===== src/rtl/grid_painter_pkg.sv =====
// rtl/grid_painter_pkg.sv - shared grid/VGA geometry constants and the painter state type
package grid_painter_pkg;

  localparam int GRID_W   = 64;
  localparam int GRID_H   = 32;
  localparam int GRID_X_W = 6;
  localparam int GRID_Y_W = 5;
  localparam int COLOUR_W = 3;
  localparam int VGA_X_W  = 8;
  localparam int VGA_Y_W  = 7;
  localparam int VGA_MAX_X = 160;
  localparam int VGA_MAX_Y = 120;

  typedef enum logic [2:0] {
    ST_IDLE  = 3'd0,
    ST_READ  = 3'd1,
    ST_LATCH = 3'd2,
    ST_PAINT = 3'd3,
    ST_DONE  = 3'd4
  } painter_state_t;

endpackage


===== src/rtl/grid_painter.sv =====
// rtl/grid_painter.sv - redraws a 64x32 cell grid as CELL_PX x CELL_PX pixel blocks on the VGA adapter
module grid_painter
  import grid_painter_pkg::*;
#(
  parameter int CELL_PX  = 2,
  parameter int X_ORIGIN = 0,
  parameter int Y_ORIGIN = 0
) (
  input  logic                clock,
  input  logic                reset,
  input  logic                start,
  output logic                done,
  output logic [GRID_X_W-1:0] grid_x,
  output logic [GRID_Y_W-1:0] grid_y,
  input  logic [COLOUR_W-1:0] grid_out,
  output logic [VGA_X_W-1:0]  vga_x,
  output logic [VGA_Y_W-1:0]  vga_y,
  output logic [COLOUR_W-1:0] vga_colour,
  output logic                vga_write
);

  localparam int SUB_W = (CELL_PX > 1) ? $clog2(CELL_PX) : 1;

  if ((X_ORIGIN + GRID_W * CELL_PX > VGA_MAX_X) || (Y_ORIGIN + GRID_H * CELL_PX > VGA_MAX_Y)) begin : g_bad_geometry
    $error("grid_painter: grid does not fit on the 160x120 screen");
  end

  painter_state_t        state, state_next;
  logic [GRID_X_W-1:0]   cell_x;
  logic [GRID_Y_W-1:0]   cell_y;
  logic [SUB_W-1:0]      sub_x, sub_y;
  logic [COLOUR_W-1:0]   colour;

  logic sub_x_last, sub_y_last, cell_x_last, cell_y_last;

  assign sub_x_last  = (sub_x == SUB_W'(CELL_PX - 1));
  assign sub_y_last  = (sub_y == SUB_W'(CELL_PX - 1));
  assign cell_x_last = (cell_x == GRID_X_W'(GRID_W - 1));
  assign cell_y_last = (cell_y == GRID_Y_W'(GRID_H - 1));

  always_ff @(posedge clock or posedge reset) begin
    if (reset) state <= ST_IDLE;
    else       state <= state_next;
  end

  always_comb begin
    state_next = state;
    case (state)
      ST_IDLE:  if (start) state_next = ST_READ;
      ST_READ:  state_next = ST_LATCH;
      ST_LATCH: state_next = ST_PAINT;
      ST_PAINT: begin
        if (sub_x_last && sub_y_last)
          state_next = (cell_x_last && cell_y_last) ? ST_DONE : ST_READ;
      end
      ST_DONE:  state_next = ST_IDLE;
      default:  state_next = ST_IDLE;
    endcase
  end

  // Counters wrap naturally past the last cell, so DONE/IDLE always see (0,0).
  always_ff @(posedge clock or posedge reset) begin
    if (reset) begin
      cell_x <= '0;
      cell_y <= '0;
      sub_x  <= '0;
      sub_y  <= '0;
      colour <= '0;
    end else begin
      case (state)
        ST_IDLE: begin
          if (start) begin
            cell_x <= '0;
            cell_y <= '0;
          end
        end
        ST_LATCH: begin
          colour <= grid_out;
          sub_x  <= '0;
          sub_y  <= '0;
        end
        ST_PAINT: begin
          if (sub_x_last) begin
            sub_x <= '0;
            if (sub_y_last) begin
              sub_y  <= '0;
              cell_x <= cell_x + 1'b1;
              if (cell_x_last) cell_y <= cell_y + 1'b1;
            end else begin
              sub_y <= sub_y + 1'b1;
            end
          end else begin
            sub_x <= sub_x + 1'b1;
          end
        end
        default: ;
      endcase
    end
  end

  // Pixel addresses are formed 10 bits wide and then truncated to the adapter width.
  always_comb begin
    done       = 1'b0;
    grid_x     = '0;
    grid_y     = '0;
    vga_x      = '0;
    vga_y      = '0;
    vga_colour = '0;
    vga_write  = 1'b0;
    case (state)
      ST_READ, ST_LATCH: begin
        grid_x = cell_x;
        grid_y = cell_y;
      end
      ST_PAINT: begin
        grid_x     = cell_x;
        grid_y     = cell_y;
        vga_write  = 1'b1;
        vga_x      = VGA_X_W'(10'(X_ORIGIN) + 10'(cell_x) * 10'(CELL_PX) + 10'(sub_x));
        vga_y      = VGA_Y_W'(10'(Y_ORIGIN) + 10'(cell_y) * 10'(CELL_PX) + 10'(sub_y));
        vga_colour = colour;
      end
      ST_DONE: done = 1'b1;
      default: ;
    endcase
  end

endmodule


===== config.mk =====
export PLATFORM = sky130hd
export DESIGN_NAME = grid_painter
export DESIGN_NICKNAME = d
export VERILOG_FILES = /design/src/rtl/grid_painter_pkg.sv /design/src/rtl/grid_painter.sv
export SDC_FILE = /design/constraint.sdc
export NUM_CORES = 1
export LEC_CHECK = 0
export CORE_ASPECT_RATIO = 1.4
export CORE_MARGIN = 4
export CORE_UTILIZATION = 46
export DETAILED_ROUTE_END_ITERATION = 8
export PLACE_DENSITY_LB_ADDON = 0.12
export SLEW_MARGIN = 15
export SYNTH_ARGS = -nofsm -noshare
export SYNTH_HDL_FRONTEND = slang
export SYNTH_SLANG_ARGS = --single-unit

===== constraint.sdc =====
create_clock -name clock -period 2.6 [get_ports clock]
set_clock_uncertainty 0.2 [all_clocks]
set_input_delay 0.65 -clock clock [delete_from_list [all_inputs] [get_ports clock]]
set_output_delay 0.65 -clock clock [all_outputs]
set_load 0.02 [all_outputs]

==> flow_summary.ini <==
[floorplanning]
rows = 21
ios = 37
die_w_um = 50.9
die_h_um = 68.0
core_area_sq_mm = 0.00242
start_util_pct = 48.9
die_area_sq_mm = 0.00346

[worst_setup_path]
crit_start = state[2]$_DFFE_PP0P_
worst-path-stages = 3
r2r-end = cell_x[3]$_DFFE_PP0P_
arrival_ns = 1.67
timing.rr.start = state[0]$_DFFE_PP0P_
path_delay_family = buffers and inverters
worst-path-max-fanout = 5
end_kind = primary output
path_buf_inv = 1
critPathMaxStageDelay_ns = 0.59
worstPathRequired_ns = 1.75
cp-start-kind = flop
worstSetupEndpoint = grid_y[0]
cp_cell_sequence = nor2_4, and2_1, clkdlybuf4s50_1
slowest_stage = clkdlybuf4s50_1
r2r_slack_ns = 0.53
crit_type = reg -> out
ff2ff_path_depth = 5

[hold_path]
hp-start = colour[2]$_DFFE_PP0P_
min_path_type = reg -> reg

[timing]
tns_ns = 0
fin_crit_sh_pct = 97.0
min_period_ns = 2.52
setup_viol = 0
slew_headroom_pct = 57.6
setup_ws_ns = 0.0779
hold_ws_ns = 0.322
rsz0062_at_grt = no
hold_violations = 0
fmax_mhz = 396
slew_viol_final = 0
tightestPinTransition_ns = 0.630

[synth]
synth_edf_count = 0
synthCells = 126
yosysSeqAreaShare_pct = 40.2
synth-warning-count = 0
ys.flop_type = dfrtp_1
yosysMostFrequentCell = and2_1
synth_top_area_share_pct = 40.2
synth.area.top_cells = dfrtp_1 40%, and2_1 13%, a2111oi_4 4.7%, mux2_2 3.8%, nor2_1 3.5%
synth_top_area_cell = dfrtp_1
syn_area_sq_mm = 0.00118
yosys-top-cells-count = 24 x and2_1, 19 x dfrtp_1, 11 x nor2_1, 7 x nand2_1
avgSynthCellArea_sq_um = 9.38
synthArstFlopShare_pct = 100
ys_ff_latch = 19
synth.distinct_cells = 32

[route]
highest_layer = met4
antenna_left = 0
num_vias = 1066
post_drt_via_cell_ratio = 5.23
first_iter_violations = 15
met1_length_um = 1170
route.met2.wl_um = 1490
drcViolationCount = 0
wire_per_inst_um = 13.9
dr.pass1.iters = 4
drt_wl_total_um = 2840
route.met3.wl_um = 151

[final_layout]
synthToLayoutAreaGrowth_pct = 35.2
final_util_pct = 66.1
final_area_sq_mm = 0.00160
fill_cells = 228
antenna_cells = 0
drive_gt1_share_pct = 22.4
layout.nets = 180

[clocking]
cts_buffers = 3
clockBufferDepth = 2
cts_root_buffer = clkbuf_4
htreeDepth = 1
clkSinkCount = 19
worstSkewPairLatency_ns = 0.30
postCtsHoldBufs = 0
cts_tree = done
cts.clk_slew.worst_paths_ns = 0.10
cts_setup_buffers = 0

[global_routing]
antenna_found_initial = 0
grt_pass1_wl_um = 4890
grt-ovfl-total = 0
grt_start_max_net_pins = 20
grt_pass1_vias = 1107
grt_use_total_pct = 18.4

[place]
io_buffers = 34
place_congestion = 0.837
dpl.hpwl_um = 2150
place_area_sq_mm = 0.00160
place_ws_ns = -0.00280

[power_and_ir_drop]
leakage_uw = 0.000795
power.density_mw_per_mm2 = 315
ir_drop_mv = 0.272

[run]
cap_violations = 0

[outcome]
status = finished clean
-- worst min-delay path by stage --
| stage | end | depth (start not counted) |
|---|---|---|
| finish | colour[2]$_DFFE_PP0P_ | 1 |
| global route | colour[2]$_DFFE_PP0P_ | 1 |
| global placement | colour[2]$_DFFE_PP0P_ | 1 |
| CTS | colour[0]$_DFFE_PP0P_ | 1 |
| floorplan | colour[0]$_DFFE_PP0P_ | 1 |
| detailed placement | colour[0]$_DFFE_PP0P_ | 1 |
-- power by group --
group          leakage (uW)  internal, uW  switching (uW)
combinational      0.000551          21.4            20.7
sequential         0.000229           302            6.71
clock             0.0000150          59.8            92.6
-- cells by family (layout without fill, tap and decap cells) --
logic type / after synthesis / count (layout) / synth area share, %
AO/OA/AOI/OAI: 20 / 20 / 14.5
XOR/XNOR: 3 / 3 / 2.22
adder cells (fa/ha/maj): 3 / 3 / 3.17
buffers and inverters: 13 / 55 / 6.14
flip-flops: 19 / 19 / 40.2
multiplexers: 4 / 4 / 3.81
other: 1 / 2 / 0.317
AND/OR/NAND/NOR: 63 / 64 / 29.6
-- routing by layer --
metal	vias up	track usage, %
li1	518	-
met1	518	20.8
met2	26	34.6
met3	4	3.49
met4	0	6.06
met5	-	0
-- layout make-up --
class / count / area, sq um / area share (%)
multi-input combinational: 96 / 664 / 41.5
sequential: 19 / 477 / 29.8
timing repair buffer: 45 / 367 / 22.9
tap: 34 / 42.5 / 2.66
clock buffer: 4 / 26.3 / 1.64
inverter: 6 / 22.5 / 1.41
-- through the flow --
stage | instances | power, uW
6_report | 204 | 503
5_1_grt | 204 | 525
4_1_cts | 203 | 511
3_5_place_dp | 199 | 359
3_3_place_gp | 199 | 358
2_1_floorplan | 127 | 339
-- cell usage in the layout, fill, tap and decap left out, types with 3 or more instances in the layout --
cell type and count:
a21oi_1 3, nor4_1 3, clkbuf_2 13, xnor2_1 3
clkdlybuf4s50_1 7, ha_1 3, clkbuf_4 3, nor3_1 3
mux2_2 4, nand2_1 7, nor2_1 9, inv_1 6
dlymetal6s2s_1 7, nor2_4 3, buf_4 11, o21ai_0 6
nand2b_1 3, nand3_1 6, dlygate4sd2_1 7, and2_1 24
dfrtp_1 18
-- worst register-to-register path: cells and delay by family, from the launching register on --
kind / cells / cell delay, ns
buffers and inverters: 1 / 0.17
AND/OR/NAND/NOR: 2 / 0.60
flip-flops: 1 / 0.43
XOR/XNOR: 1 / 0.16
AO/OA/AOI/OAI: 1 / 0.42
-- state kept, by name, indices dropped and copies added (netlist names) --
signal and count:
sub_y 1, state 3, sub_x 1, colour 3, cell_y 5, cell_x 6
-- what timing repair did --
| action | CTS | global route |
|---|---|---|
| endpoints found under the setup margin | 27 | 22 |
| resized for setup | 23 | 36 |
| gates cloned | 0 | 1 |
No activity file was read; power rests on OpenSTA's default activity.
